[src/rtl/axis_deserializer.sv]
// axis_deserializer: packs narrow up words into wide down words, first word in lane 0.
// One closed group can wait in the assembly register while the output word is stalled.
module axis_deserializer #(
    parameter int DATA_NB    = 2,
    parameter int DATA_WIDTH = 8
) (
    input  logic                          clk,
    input  logic                          rst,
    output logic                          up_ready,
    input  logic                          up_valid,
    input  logic [DATA_WIDTH-1:0]         up_data,
    input  logic                          up_last,
    input  logic                          down_ready,
    output logic                          down_valid,
    output logic [DATA_WIDTH*DATA_NB-1:0] down_data,
    output logic [DATA_NB-1:0]            down_keep,
    output logic                          down_last
);
    localparam int CW = DATA_NB > 1 ? $clog2(DATA_NB) : 1;
    localparam int DW = DATA_WIDTH * DATA_NB;

    logic [CW-1:0]      cnt_q, cnt_d;
    logic [DW-1:0]      asm_data_q, asm_data_d, merge_data;
    logic [DATA_NB-1:0] asm_keep_q, asm_keep_d, merge_keep;
    logic               asm_last_q, asm_last_d;
    logic               pending_q, pending_d;
    logic               down_valid_q, down_valid_d;
    logic [DW-1:0]      down_data_q, down_data_d;
    logic [DATA_NB-1:0] down_keep_q, down_keep_d;
    logic               down_last_q, down_last_d;
    logic               out_free, up_fire, closing, load;

    assign up_ready = rst & ~pending_q;
    assign out_free = ~down_valid_q | down_ready;
    assign up_fire  = up_valid & up_ready;
    assign closing  = up_fire & (up_last | (cnt_q == CW'(DATA_NB - 1)));
    assign load     = out_free & (closing | pending_q);

    always_comb begin
        merge_data = asm_data_q;
        merge_keep = asm_keep_q;
        for (int i = 0; i < DATA_NB; i++) begin
            if (cnt_q == CW'(i)) begin
                merge_data[i*DATA_WIDTH +: DATA_WIDTH] = up_data;
                merge_keep[i] = 1'b1;
            end
        end
    end

    always_comb begin
        cnt_d      = cnt_q;
        asm_data_d = asm_data_q;
        asm_keep_d = asm_keep_q;
        asm_last_d = asm_last_q;
        pending_d  = pending_q;
        if (pending_q) begin
            if (out_free) begin
                asm_data_d = '0;
                asm_keep_d = '0;
                asm_last_d = 1'b0;
                pending_d  = 1'b0;
            end
        end else if (up_fire) begin
            if (!closing) begin
                asm_data_d = merge_data;
                asm_keep_d = merge_keep;
                cnt_d      = cnt_q + CW'(1);
            end else begin
                cnt_d      = '0;
                asm_data_d = out_free ? '0 : merge_data;
                asm_keep_d = out_free ? '0 : merge_keep;
                asm_last_d = out_free ? 1'b0 : up_last;
                pending_d  = ~out_free;
            end
        end
    end

    // A pending group always has priority; otherwise the freshly closed group loads.
    always_comb begin
        down_valid_d = load | (down_valid_q & ~down_ready);
        down_data_d  = load ? (pending_q ? asm_data_q : merge_data) : down_data_q;
        down_keep_d  = load ? (pending_q ? asm_keep_q : merge_keep) : down_keep_q;
        down_last_d  = load ? (pending_q ? asm_last_q : up_last) : down_last_q;
    end

    always_ff @(posedge clk or negedge rst) begin
        if (!rst) begin
            cnt_q        <= '0;
            asm_data_q   <= '0;
            asm_keep_q   <= '0;
            asm_last_q   <= 1'b0;
            pending_q    <= 1'b0;
            down_valid_q <= 1'b0;
            down_data_q  <= '0;
            down_keep_q  <= '0;
            down_last_q  <= 1'b0;
        end else begin
            cnt_q        <= cnt_d;
            asm_data_q   <= asm_data_d;
            asm_keep_q   <= asm_keep_d;
            asm_last_q   <= asm_last_d;
            pending_q    <= pending_d;
            down_valid_q <= down_valid_d;
            down_data_q  <= down_data_d;
            down_keep_q  <= down_keep_d;
            down_last_q  <= down_last_d;
        end
    end

    assign down_valid = down_valid_q;
    assign down_data  = down_data_q;
    assign down_keep  = down_keep_q;
    assign down_last  = down_last_q;
endmodule

[config.mk]
export PLATFORM = sky130hd
export DESIGN_NAME = axis_deserializer
export DESIGN_NICKNAME = d
export VERILOG_FILES = /design/src/rtl/axis_deserializer.sv
export SDC_FILE = /design/constraint.sdc
export NUM_CORES = 1
export LEC_CHECK = 0
export CORE_ASPECT_RATIO = 0.8
export CORE_MARGIN = 5
export CORE_UTILIZATION = 30
export CTS_CLUSTER_SIZE = 14
export DETAILED_ROUTE_END_ITERATION = 12
export SKIP_LAST_GASP = 1
export SYNTH_ARGS = -nofsm -noshare
export SYNTH_HDL_FRONTEND = slang
export SYNTH_SLANG_ARGS = --single-unit
export TNS_END_PERCENT = 50
[constraint.sdc]
create_clock -name clk -period 1.5 [get_ports clk]
set_clock_uncertainty 0.15 [all_clocks]
set_input_delay 0.3 -clock clk [delete_from_list [all_inputs] [get_ports clk]]
set_output_delay 0.3 -clock clk [all_outputs]
set_load 0.01 [all_outputs]
==> results of run 1 <==
==> registers in the layout, indices dropped and copies added, names as in the netlist <==
signal / count
down_data: 16
cnt_q: 1
pending_q: 1
down_keep: 2
down_valid: 1
asm_data_q: 16
asm_last_q: 1
down_last: 1
asm_keep_q: 2
==> repair_timing <==
item	CTS	global route
setup endpoints to repair	29	48
endpoints found under the hold margin	4	0
hold buffers	2	0
gates resized for setup	14	15
cloned	0	0
==> cells by family (layout without fill, tap and decap cells) <==
group | count (synthesis) | after routing | share of synthesized area [%]
muxes | 18 | 18 | 10.2
AOI/OAI and AO/OA | 47 | 47 | 19.7
DFF | 41 | 41 | 57.7
buffers and inverters | 9 | 65 | 3.38
and+or+nand+nor | 34 | 34 | 9.07
==> synth_stat cells <==
| cell type | n |
|---|---|
| a2111oi_4 | 1 |
| a211oi_1 | 1 |
| a21oi_1 | 1 |
| a22o_1 | 16 |
| a22oi_1 | 1 |
| a41oi_2 | 1 |
| buf_2 | 2 |
| buf_4 | 4 |
| buf_6 | 1 |
| clkbuf_2 | 1 |
| dfrtp_1 | 41 |
| inv_1 | 1 |
| mux2_2 | 1 |
| mux2i_1 | 17 |
| nand2_1 | 22 |
| nand2b_1 | 2 |
| nand2b_4 | 1 |
| nor2_1 | 5 |
| nor2_4 | 1 |
| nor2b_1 | 2 |
| nor3_2 | 1 |
| o211a_1 | 1 |
| o21a_1 | 1 |
| o21ai_0 | 17 |
| o21ai_1 | 4 |
| o21ai_2 | 1 |
| o22ai_1 | 1 |
| o2bb2ai_1 | 1 |
==> worst max-delay path by stage <==
stage | from | to | slack [ns] | depth (start not counted)
2_1_floorplan | cnt_q | down_data[0] | 0.005 | 7
3_3_place_gp | up_valid | asm_data_q[4] | -0.31 | 6
3_5_place_dp | up_valid | asm_data_q[3] | -0.33 | 6
4_1_cts | down_data[9] | down_data[9] | -0.15 | 1
5_1_grt | up_valid | asm_data_q[7] | -0.06 | 6
6_report | up_valid | asm_data_q[3] | 0.008 | 6
==> worst reg2reg max path, delay by kind of cell (launching register included) <==
kind | cells | cell delay [ns]
AND/OR/NAND/NOR | 1 | 0.15
AO/OA/AOI/OAI | 1 | 0.09
flip-flops | 1 | 0.45
multiplexers | 1 | 0.19
buffers and inverters | 2 | 0.32
==> per-stage QoR <==
stage | utilization [%] | instances | worst slack, ns | power (mW) | area (sq um)
2_1_floorplan | - | 149 | 0.00496 | 2.04 | 1780
3_3_place_gp | 39.9 | 276 | -0.309 | 2.63 | 2330
3_5_place_dp | 39.9 | 276 | -0.326 | 2.65 | 2330
4_1_cts | 42.3 | 286 | -0.152 | 3.67 | 2470
5_1_grt | 42.8 | 286 | -0.0570 | 3.82 | 2500
6_report | 42.8 | 286 | 0.00820 | 3.59 | 2500
==> routing by layer <==
| layer | up-vias | GRT usage [%] | share of wire, % |
|---|---|---|---|
| met2 | 30 | 17.2 | 45 |
| met4 | 0 | 4.26 | 1.3 |
| li1 | 644 | - | - |
| met5 | - | 0 | 0 |
| met1 | 631 | 15.5 | 48 |
| met3 | 5 | 3.22 | 5.6 |
==> cell type report <==
| class | instances | area (sq um) |
|---|---|---|
| fill | 581 | 3350 |
| sequential | 41 | 1030 |
| multi-input combinational | 99 | 699 |
| timing repair buffer | 56 | 532 |
| tap | 81 | 101 |
| clock buffer | 5 | 68.8 |
| clock inverter | 3 | 68.8 |
| inverter | 1 | 3.75 |
==> report_power, final <==
part	internal, mW	leakage, nW	total [mW]	switching, mW
Combinational	0.537	0.700	1.02	0.487
Clock	0.670	0.0687	1.08	0.413
Sequential	1.35	0.540	1.49	0.133
==> results.sh, run 1 <==
export IMPL_via_count=1310
export IMPL_criticalPathCategory="primary input to flip-flop"
export IMPL_hold_class="primary input to asynchronous set/reset pin"
export IMPL_synth_nets=162
export IMPL_rr_startpoint="cnt_q"
export IMPL_fin_nets=217
export IMPL_synth_top_cell_area_share_pct=57.7
export IMPL_drv_slew=0
export IMPL_diodes=0
export IMPL_grt_pass1_wl_um=6610
export IMPL_postSynthCellCount=149
export IMPL_place_hpwl_um=2810
export IMPL_die_h_um=78.9
export IMPL_min_period_over_period_pct=99.5
export IMPL_core_area_sq_mm=0.00585
export IMPL_antenna_found_initial=0
export IMPL_clk_pin_slew_ns=0.08
export IMPL_grt_max_degree=40
export IMPL_drt_total_wl_um=4050
export IMPL_ir_drop_mv=0.565
export IMPL_crit_family="buffers and inverters"
export IMPL_arrival_ns=1.58
export IMPL_root_buffer="clkbuf_8"
export IMPL_crit_top_cell="buf_4"
export IMPL_cap_violations=0
export IMPL_drtAntennaViolNets=0
export IMPL_mostFrequentLayoutCell="dfrtp_1"
export IMPL_critPathSlowestCell="clkdlybuf4s50_1"
export IMPL_overflow=0
export IMPL_drt_initial_drc_count=42
export IMPL_wl_per_cell_um=14.1
export IMPL_clk_path_buf_depth=2
export IMPL_cp_cell_sequence="clkdlybuf4s50_1, nand2_2, buf_4, a2111oi_4, buf_4, a22o_1"
export IMPL_cp_required_ns=1.59
export IMPL_crit_buf_inv=3
export IMPL_drc_errors=0
export IMPL_synth_seq_area_share_pct=57.7
export IMPL_clkLatencyLatePin_ns=0.30
export IMPL_critPathLaunchType="primary input"
export IMPL_portBuffers=33
export IMPL_post_cts_setup_buffer_count=0
export IMPL_ys_ff_latch=41
export IMPL_relSlewSlack_pct=68.7
export IMPL_drtPass1Iterations=4
export IMPL_hold_viol=0
export IMPL_period_minus_slack_ns=1.49
export IMPL_final_cell_mix="dfrtp_1, nand2_1, mux2i_1, buf_4"
export IMPL_timing_fmax_ghz=0.670
export IMPL_path_max_fanout=8
export IMPL_leakagePower_nw=1.31
export IMPL_holdWs_ns=0.0975
export IMPL_cp_slowest_stage_delay_ns=0.50
export IMPL_end_kind="flip-flop"
export IMPL_run_status="completed"
export IMPL_viasPerCell=4.58
export IMPL_rsz0062_at_grt="true"
export IMPL_p_per_area_mw_per_mm2=1440
export IMPL_fin_setup_tns_ns=0
export IMPL_syn_area_sq_mm=0.00178
export IMPL_rr_worst_depth=5
export IMPL_synthTopCellsByArea="dfrtp_1, mux2i_1, a22o_1"
export IMPL_num_io_pins=34
export IMPL_die_area_sq_mm=0.00758
export IMPL_dieWidth_um=96.1
export IMPL_ys_warn_count=0
export IMPL_r2r_slack_ns=0.02
export IMPL_placementRows=25
export IMPL_timing_rr_end="down_data[5]"
export IMPL_cts_tree="done"
export IMPL_yosys_area_top_type="dfrtp_1"
export IMPL_synth_distinct_cells=28
export IMPL_setup_viol=0
export IMPL_tightest_slew_ns=0.470
export IMPL_grt_usage_pct=11.4
export IMPL_syn_avg_cell_area_sq_um=11.9
export IMPL_gp_congestion=0.805
export IMPL_htreeDepth=2
export IMPL_drive_gt1_share_pct=20.0
export IMPL_clock_sinks=41
export IMPL_area_delta_synth_final_pct=40.6
export IMPL_cts_made_buffers=5
export IMPL_start_util_pct=30.4
export IMPL_first_global_vias=1326
(Power assumes the default switching activity.)
==> run 2, diff against run 1 <==
--- a/config.mk
+++ b/config.mk
@@ -10,6 +10,7 @@
 export CORE_UTILIZATION = 30
 export CTS_CLUSTER_SIZE = 14
 export DETAILED_ROUTE_END_ITERATION = 12
+export GPL_ROUTABILITY_DRIVEN = 0
 export SKIP_LAST_GASP = 1
 export SYNTH_ARGS = -nofsm -noshare
 export SYNTH_HDL_FRONTEND = slang
==> constraint.sdc (replaced) <==
create_clock -name clk -period 1.9 [get_ports clk]
set_clock_uncertainty 0.15 [all_clocks]
set_input_delay 0.38 -clock clk [delete_from_list [all_inputs] [get_ports clk]]
set_output_delay 0.38 -clock clk [all_outputs]
set_load 0.01 [all_outputs]
==> run 2 against run 1 <==
Power shrank 25%; register-to-register slack gained 0.14 ns; setup slack improved by 0.11 ns; utilization is 1.8 points lower; die area unchanged; final area shrank 4.3%; sequential power shrank 21%; count of clock-buffer cells in the layout stayed put; sequential share of layout area is 1.8 points higher; worst hold slack better by 0.23 ns; critical path type is now flip-flop to output port; largest power group unchanged; highest routed layer unchanged.
==> results.sh, run 2 (synthesis gave the netlist of run 1 again) <==
export IMPL_criticalPathCategory="flip-flop to output port"
export IMPL_rr_worst_depth=6
export IMPL_drive_gt1_share_pct=15.7
export IMPL_rsz0062_at_grt="false"
export IMPL_placementRows=25
export IMPL_num_io_pins=34
export IMPL_cp_cell_sequence="clkdlybuf4s50_1"
export IMPL_grt_max_degree=40
export IMPL_hold_viol=0
export IMPL_final_cell_area_sq_mm=0.00239
export IMPL_tightest_slew_ns=0.452
export IMPL_path_max_fanout=2
export IMPL_grt_usage_pct=11.1
export IMPL_cp_required_ns=1.37
export IMPL_n_fill_cell=620
export IMPL_crit_buf_inv=1
export IMPL_clock_sinks=41
export IMPL_via_count=1284
export IMPL_r2r_slack_ns=0.16
export IMPL_final_cell_mix="dfrtp_1, clkdlybuf4s50_1, nand2_1, mux2i_1, o21ai_0"
export IMPL_die_h_um=78.9
export IMPL_cts_made_buffers=5
export IMPL_critPathLaunchType="flip-flop"
export IMPL_run_status="completed"
export IMPL_core_area_sq_mm=0.00585
export IMPL_drt_initial_drc_count=71
export IMPL_post_route_util_pct=40.9
export IMPL_fin_nets=211
export IMPL_portBuffers=33
export IMPL_clkLatencyLatePin_ns=0.29
export IMPL_diodes=0
export IMPL_critPathSlowestCell="clkdlybuf4s50_1"
export IMPL_drc_errors=0
export IMPL_area_delta_synth_final_pct=34.6
export IMPL_drtAntennaViolNets=0
export IMPL_end_kind="output port"
export IMPL_clk_pin_slew_ns=0.08
export IMPL_clk_path_buf_depth=2
export IMPL_setup_viol=0
export IMPL_holdCritStartpoint="down_data[12]"
export IMPL_crit_cells=1
export IMPL_arrival_ns=1.25
export IMPL_fin_ws_ns=0.121
export IMPL_mostFrequentLayoutCell="dfrtp_1"
export IMPL_period_minus_slack_ns=1.78
export IMPL_root_buffer="clkbuf_8"
export IMPL_start_util_pct=30.4
export IMPL_worstHoldPathCells=2
export IMPL_holdWs_ns=0.329
export IMPL_cp_slowest_stage_delay_ns=0.56
export IMPL_viasPerCell=4.60
export IMPL_hold_class="flip-flop to flip-flop"
export IMPL_antenna_found_initial=0
export IMPL_p_per_area_mw_per_mm2=1120
export IMPL_rr_startpoint="pending_q"
export IMPL_dpl_cell_area_sq_mm=0.00228
export IMPL_min_period_over_period_pct=93.7
export IMPL_drt_total_wl_um=3710
export IMPL_drv_slew=0
export IMPL_fin_total_pwr_mw=2.69
export IMPL_place_hpwl_um=2700
export IMPL_cap_violations=0
export IMPL_htreeDepth=2
export IMPL_die_area_sq_mm=0.00758
export IMPL_wl_per_cell_um=13.3
export IMPL_hold_path_end="down_data[12]"
export IMPL_post_cts_setup_buffer_count=0
export IMPL_ir_drop_mv=0.305
export IMPL_first_global_vias=1360
export IMPL_drtPass1Iterations=4
export IMPL_relSlewSlack_pct=69.8
export IMPL_leakagePower_nw=1.12
export IMPL_timing_rr_end="asm_data_q[10]"
export IMPL_placement_setup_worst_slack_ns=-0.0459
export IMPL_overflow=0
export IMPL_timing_fmax_ghz=0.562
export IMPL_crit_family="buffers and inverters"
export IMPL_cts_tree="done"
export IMPL_dieWidth_um=96.1
export IMPL_grt_pass1_wl_um=6550
==> run 2: how the worst max path moves through the flow <==
stage | startpoint | to | slack, ns
after detailed placement | up_valid | asm_data_q[5] | -0.05
final | down_valid | down_valid | 0.12
after floorplan | down_ready | asm_data_q[0] | 0.36
after CTS | down_valid | down_valid | 0.09
after global placement | up_valid | asm_data_q[4] | 0.002
after global routing | pending_q | asm_data_q[10] | 0.06
==> run 2: routing by layer <==
metal | share of wire, % | GRT usage [%] | vias up
li1 | - | - | 631
met1 | 48 | 14.9 | 615
met2 | 44 | 16.8 | 30
met3 | 5.9 | 3.41 | 8
met4 | 1.6 | 4.26 | 0
met5 | 0 | 0 | -
==> run 2: worst register-to-register path, stage by stage, from the launching register on <==
cell	delay (ns)
dfrtp_1	0.41
buf_4	0.18
nand2b_1	0.17
buf_4	0.21
nor3_2	0.21
buf_4	0.20
a22o_1	0.15
==> run 2: stage by stage <==
step	cells	setup TNS [ns]
floorplan	149	0
global placement	271	0
detailed placement	271	-0.346
CTS	279	0
global route	279	0
finish	279	0
==> run 2: timing repair <==
item                                    in CTS  in global routing
gates resized for setup                      1                  0
hold endpoints to repair                     5                  0
endpoints found under the setup margin       1                  0
hold buffers                                 1                  0
==> run 2: power by group <==
part | internal [mW] | leakage (nW) | total, mW | switching (mW)
Clock | 0.382 | 0.0540 | 0.674 | 0.292
Sequential | 1.07 | 0.541 | 1.18 | 0.115
Combinational | 0.469 | 0.526 | 0.829 | 0.360
==> run 2: final cells by class <==
class,count,area (sq um),share of cell area [%]
Inverter,1,3.75,0.157
Clock buffer,5,68.8,2.87
Multi-Input combinational cell,99,693,28.9
Clock inverter,2,35.0,1.46
Tap cell,81,101,4.23
Timing Repair Buffer,50,467,19.5
Sequential cell,41,1030,42.8
